[src/rtl/arb_burst_requester_if.sv]
// Purpose: requester-side handshake bundle: upstream beat stream, arbiter req/hold/gnt, registered bus beat, status.
// Latency: none; this file only groups the signals.
// Backpressure: in_ready throttles the upstream source, and gnt paces the beats driven onto the bus.
interface arb_burst_requester_if #(
   parameter int DATA_W = 32,
   parameter int CNT_W  = 4
);
   logic              in_valid;
   logic              in_ready;
   logic [DATA_W-1:0] in_data;
   logic              in_last;
   logic              req;
   logic              hold;
   logic              gnt;
   logic              bus_valid;
   logic [DATA_W-1:0] bus_data;
   logic              bus_last;
   logic [CNT_W-1:0]  fill;
   logic              err_deadlock;

   // Requester (the agent itself).
   modport master (
      input  in_valid, in_data, in_last, gnt,
      output in_ready, req, hold, bus_valid, bus_data, bus_last, fill, err_deadlock
   );

   // Surroundings: stream source, arbiter and bus monitor.
   modport slave (
      output in_valid, in_data, in_last, gnt,
      input  in_ready, req, hold, bus_valid, bus_data, bus_last, fill, err_deadlock
   );
endinterface

[src/rtl/arb_burst_requester.sv]
// Purpose: buffers an upstream packet, then requests the arbiter and streams the packet with hold held until the last beat.
// Latency: a bus beat appears 1 cycle after its granted cycle; req rises the cycle after the last beat of a packet is pushed.
// Backpressure: in_ready = !full and does not depend on a same-cycle pop; a missing gnt stalls the burst with req/hold kept high.
module arb_burst_requester #(
   parameter int DATA_W = 32,
   parameter int DEPTH  = 8,
   parameter int CNT_W  = $clog2(DEPTH) + 1
) (
   input  logic                   clk,
   input  logic                   rst_b,
   arb_burst_requester_if.master  rq
);
   localparam int AW = $clog2(DEPTH);
   localparam logic [CNT_W-1:0] FULL_CNT = CNT_W'(DEPTH);

   typedef enum logic {
      ST_IDLE = 1'b0,
      ST_XFER = 1'b1
   } state_t;

   state_t            state_q, state_d;
   logic [DATA_W:0]   mem_q [DEPTH];
   logic [AW-1:0]     wr_ptr_q, rd_ptr_q;
   logic [CNT_W-1:0]  fill_q, fill_d;
   logic [CNT_W-1:0]  pkt_cnt_q, pkt_cnt_d;
   logic              err_q, err_d;
   logic              bus_valid_q;
   logic [DATA_W-1:0] bus_data_q;
   logic              bus_last_q;

   logic              full;
   logic              push;
   logic              pop;
   logic              req_w;
   logic              hold_w;
   logic [DATA_W:0]   head;
   logic              head_last;

   assign full      = (fill_q == FULL_CNT);
   assign push      = rq.in_valid & ~full;
   assign head      = mem_q[rd_ptr_q];
   assign head_last = head[DATA_W];

   // Request/transfer control: a packet is only requested once it is completely buffered, so a head beat always exists in XFER.
   always_comb begin
      state_d = state_q;
      req_w   = 1'b0;
      hold_w  = 1'b0;
      pop     = 1'b0;
      case (state_q)
         ST_IDLE: begin
            req_w = (pkt_cnt_q != '0);
            pop   = req_w & rq.gnt;
            if (pop && !head_last) begin
               state_d = ST_XFER;
            end
         end
         ST_XFER: begin
            req_w  = 1'b1;
            hold_w = 1'b1;
            pop    = rq.gnt;
            if (pop && head_last) begin
               state_d = ST_IDLE;
            end
         end
         default: state_d = ST_IDLE;
      endcase
   end

   // Occupancy, complete-packet count and sticky deadlock flag for the next cycle.
   always_comb begin
      fill_d    = fill_q;
      pkt_cnt_d = pkt_cnt_q;
      err_d     = err_q | (full & (pkt_cnt_q == '0));
      case ({push, pop})
         2'b10:   fill_d = fill_q + CNT_W'(1);
         2'b01:   fill_d = fill_q - CNT_W'(1);
         default: fill_d = fill_q;
      endcase
      case ({push & rq.in_last, pop & head_last})
         2'b10:   pkt_cnt_d = pkt_cnt_q + CNT_W'(1);
         2'b01:   pkt_cnt_d = pkt_cnt_q - CNT_W'(1);
         default: pkt_cnt_d = pkt_cnt_q;
      endcase
   end

   // Beat storage; contents need no reset because the pointers and fill define validity.
   always_ff @(posedge clk) begin
      if (push) begin
         mem_q[wr_ptr_q] <= {rq.in_last, rq.in_data};
      end
   end

   // Control state, pointers and counters; reset discards every buffered beat.
   always_ff @(posedge clk or negedge rst_b) begin
      if (!rst_b) begin
         state_q   <= ST_IDLE;
         wr_ptr_q  <= '0;
         rd_ptr_q  <= '0;
         fill_q    <= '0;
         pkt_cnt_q <= '0;
         err_q     <= 1'b0;
      end else begin
         state_q   <= state_d;
         fill_q    <= fill_d;
         pkt_cnt_q <= pkt_cnt_d;
         err_q     <= err_d;
         if (push) begin
            wr_ptr_q <= wr_ptr_q + AW'(1);
         end
         if (pop) begin
            rd_ptr_q <= rd_ptr_q + AW'(1);
         end
      end
   end

   // Registered bus beat: valid pulses per pop, payload holds its last value between pops.
   always_ff @(posedge clk or negedge rst_b) begin
      if (!rst_b) begin
         bus_valid_q <= 1'b0;
         bus_data_q  <= '0;
         bus_last_q  <= 1'b0;
      end else begin
         bus_valid_q <= pop;
         if (pop) begin
            bus_data_q <= head[DATA_W-1:0];
            bus_last_q <= head_last;
         end
      end
   end

   assign rq.in_ready     = ~full;
   assign rq.req          = req_w;
   assign rq.hold         = hold_w;
   assign rq.bus_valid    = bus_valid_q;
   assign rq.bus_data     = bus_data_q;
   assign rq.bus_last     = bus_last_q;
   assign rq.fill         = fill_q;
   assign rq.err_deadlock = err_q;

endmodule

[src/flat_wrapper.sv]
// flat-port wrapper written by rule: the top's interface ports become plain ports
module arb_burst_requester_flat 
#(
   parameter int DATA_W = 32,
   parameter int DEPTH  = 8,
   parameter int CNT_W  = $clog2(DEPTH) + 1
)
  (clk, rst_b, rq_in_valid, rq_in_data, rq_in_last, rq_gnt, rq_in_ready, rq_req, rq_hold, rq_bus_valid, rq_bus_data, rq_bus_last, rq_fill, rq_err_deadlock);
  arb_burst_requester_if #(.DATA_W(DATA_W), .CNT_W(CNT_W)) rq_i ();
  input  logic clk;
  input  logic rst_b;
  input wire logic [$bits(rq_i.in_valid)-1:0] rq_in_valid;
  input wire logic [$bits(rq_i.in_data)-1:0] rq_in_data;
  input wire logic [$bits(rq_i.in_last)-1:0] rq_in_last;
  input wire logic [$bits(rq_i.gnt)-1:0] rq_gnt;
  output wire logic [$bits(rq_i.in_ready)-1:0] rq_in_ready;
  output wire logic [$bits(rq_i.req)-1:0] rq_req;
  output wire logic [$bits(rq_i.hold)-1:0] rq_hold;
  output wire logic [$bits(rq_i.bus_valid)-1:0] rq_bus_valid;
  output wire logic [$bits(rq_i.bus_data)-1:0] rq_bus_data;
  output wire logic [$bits(rq_i.bus_last)-1:0] rq_bus_last;
  output wire logic [$bits(rq_i.fill)-1:0] rq_fill;
  output wire logic [$bits(rq_i.err_deadlock)-1:0] rq_err_deadlock;
  assign rq_i.in_valid = rq_in_valid;
  assign rq_i.in_data = rq_in_data;
  assign rq_i.in_last = rq_in_last;
  assign rq_i.gnt = rq_gnt;
  assign rq_in_ready = rq_i.in_ready;
  assign rq_req = rq_i.req;
  assign rq_hold = rq_i.hold;
  assign rq_bus_valid = rq_i.bus_valid;
  assign rq_bus_data = rq_i.bus_data;
  assign rq_bus_last = rq_i.bus_last;
  assign rq_fill = rq_i.fill;
  assign rq_err_deadlock = rq_i.err_deadlock;
  arb_burst_requester #(.DATA_W(DATA_W), .DEPTH(DEPTH), .CNT_W(CNT_W)) u_core (.clk(clk), .rst_b(rst_b), .rq(rq_i));
endmodule
[config.mk]
export PLATFORM = sky130hd
export DESIGN_NAME = arb_burst_requester_flat
export DESIGN_NICKNAME = d
export VERILOG_FILES = /design/src/rtl/arb_burst_requester_if.sv /design/src/rtl/arb_burst_requester.sv /design/src/flat_wrapper.sv
export SDC_FILE = /design/constraint.sdc
export NUM_CORES = 1
export LEC_CHECK = 0
export ABC_AREA = 0
export CAP_MARGIN = 20
export CORE_MARGIN = 3
export CORE_UTILIZATION = 45
export CTS_CLUSTER_SIZE = 24
export DETAILED_ROUTE_END_ITERATION = 10
export PLACE_DENSITY = 0.64
export SYNTH_ARGS = -nofsm -noshare
export SYNTH_HDL_FRONTEND = slang
export SYNTH_SLANG_ARGS = --single-unit
[constraint.sdc]
create_clock -name clk -period 3.9 [get_ports clk]
set_clock_uncertainty 0.2 [all_clocks]
set_input_delay 0.975 -clock clk [delete_from_list [all_inputs] [get_ports clk]]
set_output_delay 0.975 -clock clk [all_outputs]
set_load 0.01 [all_outputs]
==> metrics, run 1 <==
Final period util=about nine tenths; Yosys cell types=a little over 40; Leak=slightly above 5 nW; post-synthesis sequential area ratio=approximately three quarters; Reg2Reg Depth=10; RR Startpoint=u_core.rq.fill[2]; R2R Setup Slk=0.89 ns; Multi-input gate area=approximately 2900 um2; peak supply drop=roughly 0.41 mV; Vert. Die Dim=roughly 170 um; final wirelength=24100 um; cts bufs inserted=34; CTS sink count=between 300 and 400; Gate Count Post-Synth=approximately 700; final setup TNS=0 ns; Synth Flop Type=edfxtp_1; Iteration-0 DRC Markers=447; slew at the pin with the worst max-slew slack=between 0.8 and 0.9 ns; crit path max fanout=6; final instance area=~15000 um2; Area after DPL=between 10000 and 15000 um2; IO buf count=78; Sw Pwr=roughly 3.3 mW; critical path class=flip-flop to primary output; placer's final routability congestion estimate=about 0.73; die area=between 20000 and 30000 um2; Min-Delay Path Class=input port to async pin; reg2reg end=u_core.pkt_cnt_q[2]; # resized after CTS=0; number of enable flip-flop cells after synthesis=around 260; Syn Area/Cell=17.5 um2; YS warnings=0; Netlist Area Pre-Place=12200 um2; DIE WIDTH=approximately 170 um; gr ovfl total=0; worst-case clock buffer depth=3; vias in the first global route=approximately 6500; Internal=about 8 mW; Nets=about 840; filler cell count=a little over 2000; pwr dens=between 700 and 800 nW/um2; area occupied by registers=around 9000 um2; area growth from synthesis to layout=19.6%; total number of vias=about 6300; Final Slew Violations=0; final period demand of the worst path=about 3.5 ns; Worst Setup SP=u_core.pkt_cnt_q[1]; fmax=0.288 GHz; synthesized flop and latch total=approximately 310; relative slew slack=between 40 and 50%; most frequent cells in the layout=edfxtp_1 (264), clkdlybuf4s50_1 (77), mux2_2 (68), mux2i_1 (66), dfrtp_1 (49); gr usage total=16.7%; Comb pwr share=between 20% and 30%; CTS root buf=clkbuf_16; DRC errors left=0; MaxCap Viol Count=0; Syn Nets=740; initial antenna violation count=0; row count=between 50 and 60; unrepaired setup endpoints after global routing=false; vias per cell=around 5.4; FFs w/ async S/R, synth=between 10% and 20%; final hold vios=0; antenna viol nets, final=0; DR WL/cell=around 21 um; CTS tree=built; Clock Latency Late Sink=roughly 0.50 ns; io pins=a little under 80; crit start category=flip-flop; critical path arrival=about 2.3 ns; CP endpoint kind=primary output; first-pass GRT wire length=~37000 um; Reg clk slew, reported paths=around 0.060 ns; largest net degree at the start of global routing=55; status=finished, final reports clean; Final setup viols=0; Starting Density=46.3%; Crit path required time=approximately 2.7 ns; hold buffer count at cts=0; critical path endpoint=rq_req; power share of the clock group=between 20 and 30%; CORE AREA=roughly 26000 um2; # diodes=0; commonest non-fill, non-tap cell in the layout=edfxtp_1; DRT Pass-1 Iters=5; Reg power frac=42.1%; HPWL after detailed placement=14300 um; setup fix buffers added after clock tree synthesis=0; CTS HTree Levels=2; share of layout cells above drive strength 1=between 10% and 20%; switching share of power=29.7%
metrics by stage:
step           hold WS, ns  setup slack (ns)  cells  util [%]  total power [mW]
3_5_place_dp         0.274             0.543   1095      51.1              8.07
4_1_cts              0.120             0.409   1156      55.4              11.2
5_1_grt              0.124             0.378   1156      55.4              11.7
3_3_place_gp         0.266             0.658   1095      51.1              7.95
6_report             0.127             0.424   1156      55.4              11.1
2_1_floorplan        0.249             0.604    695         -              6.78
routing by layer:
layer	share of wire, %	GRT usage (%)
met1	44	23.9
met5	0	0
met3	5.4	2.60
met4	1.7	4.13
met2	49	27.1
cells in the mapped netlist, drive strengths merged, types with 2 or more instances:
cell / number / share of area [%]
edfxtp: 264 / 65
mux2: 68 / 6.3
mux2i: 66 / 5.4
dfrtp: 50 / 10
nand2: 47 / 1.5
o21ai: 34 / 1.5
a221o: 24 / 2.0
o22ai: 24 / 1.2
buf: 21 / 1.1
clkbuf: 15 / 0.51
nor2: 11 / 0.34
a22oi: 9 / 0.56
o221ai: 9 / 0.65
ha: 8 / 0.82
xor2: 7 / 0.50
nand2b: 6 / 0.31
xnor2: 6 / 0.43
a21oi: 4 / 0.16
inv: 3 / 0.093
nor3: 3 / 0.12
nand3b: 2 / 0.12
flip-flops by register name, indices dropped and copies added, names as in the netlist:
signal and flops:
u_core.mem_q 264, u_core.rq.bus_data 32, u_core.pkt_cnt_q 4, u_core.rq.fill 4, u_core.rd_ptr_q 3, u_core.wr_ptr_q 3
u_core.rq.bus_last 1, u_core.rq.bus_valid 1, u_core.rq.err_deadlock 1, u_core.state_q 1
logic make-up (layout without fill, tap and decap cells):
group                    count (synthesis)  in the layout  share of synthesized area (%)
AO/OA/AOI/OAI                          109            109                           6.43
XOR/XNOR                                13             13                          0.936
adder cells (fa/ha/maj)                  8              8                          0.823
buffers and inverters                   39            165                           1.69
flip-flops                             314            314                           75.5
multiplexers                           134            134                           11.7
AND/OR/NAND/NOR                         78             78                           2.92
area by class of cell:
cell class              instances  share of cell area [%]
clock buffers                  45                    6.55
inverters                       3                  0.0774
repair buffers                101                    6.60
clock inverters                16                    1.12
multi-input cells             342                    19.7
flip-flops and latches        314                    63.1
well taps                     335                    2.88
worst min path at each step:
stage | start | endpoint | slack (ns) | depth (start not counted)
finish | rst_b | u_core.rq.bus_data[18] | 0.13 | 1
global route | rst_b | u_core.rq.bus_data[14] | 0.12 | 1
floorplan | u_core.pkt_cnt_q[3] | u_core.pkt_cnt_q[3] | 0.25 | 1
CTS | rst_b | u_core.rq.bus_data[18] | 0.12 | 1
global placement | u_core.rq.bus_data[17] | u_core.rq.bus_data[17] | 0.27 | 2
detailed placement | u_core.rq.bus_data[24] | u_core.rq.bus_data[24] | 0.27 | 2
power groups by stage:
stage / Combinational [mW] / Sequential, mW / Clock, mW
floorplan: 2.03 / 4.74 / 0
finish: 3.28 / 4.67 / 3.14
CTS: 3.35 / 4.67 / 3.20
global route: 3.58 / 4.73 / 3.35
detailed placement: 3.34 / 4.73 / 0
global placement: 3.26 / 4.69 / 0
critical path: stages (launching register included):
cell	delay, ns
dfrtp_1	0.44
or4_4	0.60
or2_2	0.29
clkdlybuf4s50_1	0.48
Note: power is estimated with default switching activity, not from simulation.
==> run 2, diff against run 1 <==
--- a/config.mk
+++ b/config.mk
@@ -11,6 +11,7 @@
 export CORE_UTILIZATION = 45
 export CTS_CLUSTER_SIZE = 24
 export DETAILED_ROUTE_END_ITERATION = 10
+export HOLD_SLACK_MARGIN = 0.15
 export PLACE_DENSITY = 0.64
 export SYNTH_ARGS = -nofsm -noshare
 export SYNTH_HDL_FRONTEND = slang
==> metrics, run 2 (same netlist as run 1, synthesis figures left out) <==
Vert. Die Dim=roughly 170 um; worst path bufs/invs=1; Top reg by flops=u_core.mem_q; die area=just under 30000 um2; final wirelength=between 20000 and 25000 um; largest net degree at the start of global routing=55; post-layout util=a little under three fifths; initial antenna violation count=0; area growth from synthesis to layout=19.7%; worst-case clock buffer depth=3; CP endpoint kind=primary output; CTS root buf=clkbuf_16; slowest stage delay, CP=~0.60 ns; peak supply drop=between 0.4 and 0.5 mV; Final setup viols=0; Leak=~5.1 nW; pwr dens=roughly 760 nW/um2; total number of vias=about 6400; critical path class=flip-flop to primary output; critical path arrival=2.30 ns; CTS HTree Levels=2; # resized after CTS=0; gr usage total=16.7%; HPWL after detailed placement=14300 um; Final period util=89.1%; Min-Delay Path Class=flip-flop to flip-flop; slew at the pin with the worst max-slew slack=0.805 ns; vias in the first global route=between 6000 and 7000; io pins=79; vias per cell=5.50; Critical-path top delay cell=or4_4; Reg clk slew, reported paths=approximately 0.06 ns; Nets=between 800 and 900; DR WL/cell=20.8 um; cts bufs inserted=34; share of layout cells above drive strength 1=roughly a fifth; IO buf count=78; DIE WIDTH=roughly 170 um; Final Slew Violations=0; final period demand of the worst path=between 3 and 4 ns; crit path max fanout=6; most frequent cells in the layout=edfxtp_1 (264), clkdlybuf4s50_1 (77), mux2_2 (68), mux2i_1 (66), dfrtp_1 (49); row count=59; unrepaired setup endpoints after global routing=false; max reg flops=about 260; CORE AREA=26300 um2; first-pass GRT wire length=roughly 37000 um; crit start category=flip-flop; DRC errors left=0; commonest non-fill, non-tap cell in the layout=edfxtp_1; MaxCap Viol Count=0; Iteration-0 DRC Markers=approximately 460; DRT Pass-1 Iters=7; relative slew slack=between 40% and 50%; CTS tree=built; fmax=around 0.29 GHz; # diodes=0; final setup TNS=0 ns; antenna viol nets, final=0; Crit path required time=approximately 2.7 ns; Starting Density=around 46%; placer's final routability congestion estimate=between 0.7 and 0.8; Crit path max-delay family=simple AND/OR/NAND/NOR gates; final hold vios=0; Clock Latency Late Sink=approximately 0.50 ns; status=finished, final reports clean; crit-path cells=or4_4 > or2_2 > clkdlybuf4s50_1; CTS sink count=approximately 310; gr ovfl total=0
## run 2: changes by cell type in the layout (fill, tap and decap cells not counted), sizes merged
cell / before / now
dlygate4sd3: 0 / 1
## run 2: tightest hold or removal path, stage by stage (launching register included)
cell and delay, ns:
dfrtp_1 0.34, nand2_1 0.05, o21ai_0 0.06
## run 2: per-stage QoR
step           instances  cell area (um2)  power [mW]  worst slack [ns]  hold WS [ns]
2_1_floorplan        695            12200        6.78             0.604         0.249
3_3_place_gp        1095            13400        7.95             0.658         0.266
3_5_place_dp        1095            13400        8.07             0.543         0.274
4_1_cts             1157            14600        11.2             0.409         0.287
5_1_grt             1157            14600        11.7             0.378         0.306
6_report            1157            14600        11.1             0.427         0.282
## run 2: area by class of cell
cell class,instances,area (um2)
Clock inverter,16,163
Inverter,3,11.3
Fill cell,2019,11700
Sequential cell,314,9180
Tap cell,335,419
Multi-Input combinational cell,342,2860
Timing Repair Buffer,102,971
Clock buffer,45,953
## run 2: routing by layer
metal | up-vias | share of wire (%) | track usage, %
met5 | - | 0 | 0
met2 | 126 | 48 | 27.1
met3 | 31 | 3.9 | 2.60
li1 | 2938 | - | -
met4 | 0 | 1.8 | 4.13
met1 | 3268 | 46 | 23.9
## run 2: timing repair
item,4_1_cts,5_1_grt
hold endpoints to repair,7,0
hold buffers,1,0
buffers inserted,0,0
## run 2: report_power, final
| part | internal (mW) | total, mW | switching, mW | leakage [nW] |
|---|---|---|---|---|
| logic | 1.53 | 3.28 | 1.75 | 1.58 |
| registers | 4.34 | 4.67 | 0.327 | 2.99 |
| clock network | 1.92 | 3.14 | 1.22 | 0.545 |
| total | 7.79 | 11.1 | 3.30 | 5.11 |
## run 2: final timing paths
kind / slack, ns / depth (start not counted) / end / start
setup / recovery: 0.43 / 3 / rq_req / u_core.pkt_cnt_q[1]
hold / removal: 0.28 / 2 / u_core.rq.bus_data[6] / u_core.rq.bus_data[6]
setup reg to reg: 0.89 / 10 / u_core.pkt_cnt_q[2] / u_core.rq.fill[2]
hold reg to reg: 0.28 / 2 / u_core.rq.bus_data[6] / u_core.rq.bus_data[6]
max in group asynchronous: 2.17 / 3 / u_core.rq.bus_data[31] / rst_b
min in group asynchronous: 0.67 / 2 / u_core.rq.bus_data[18] / rst_b
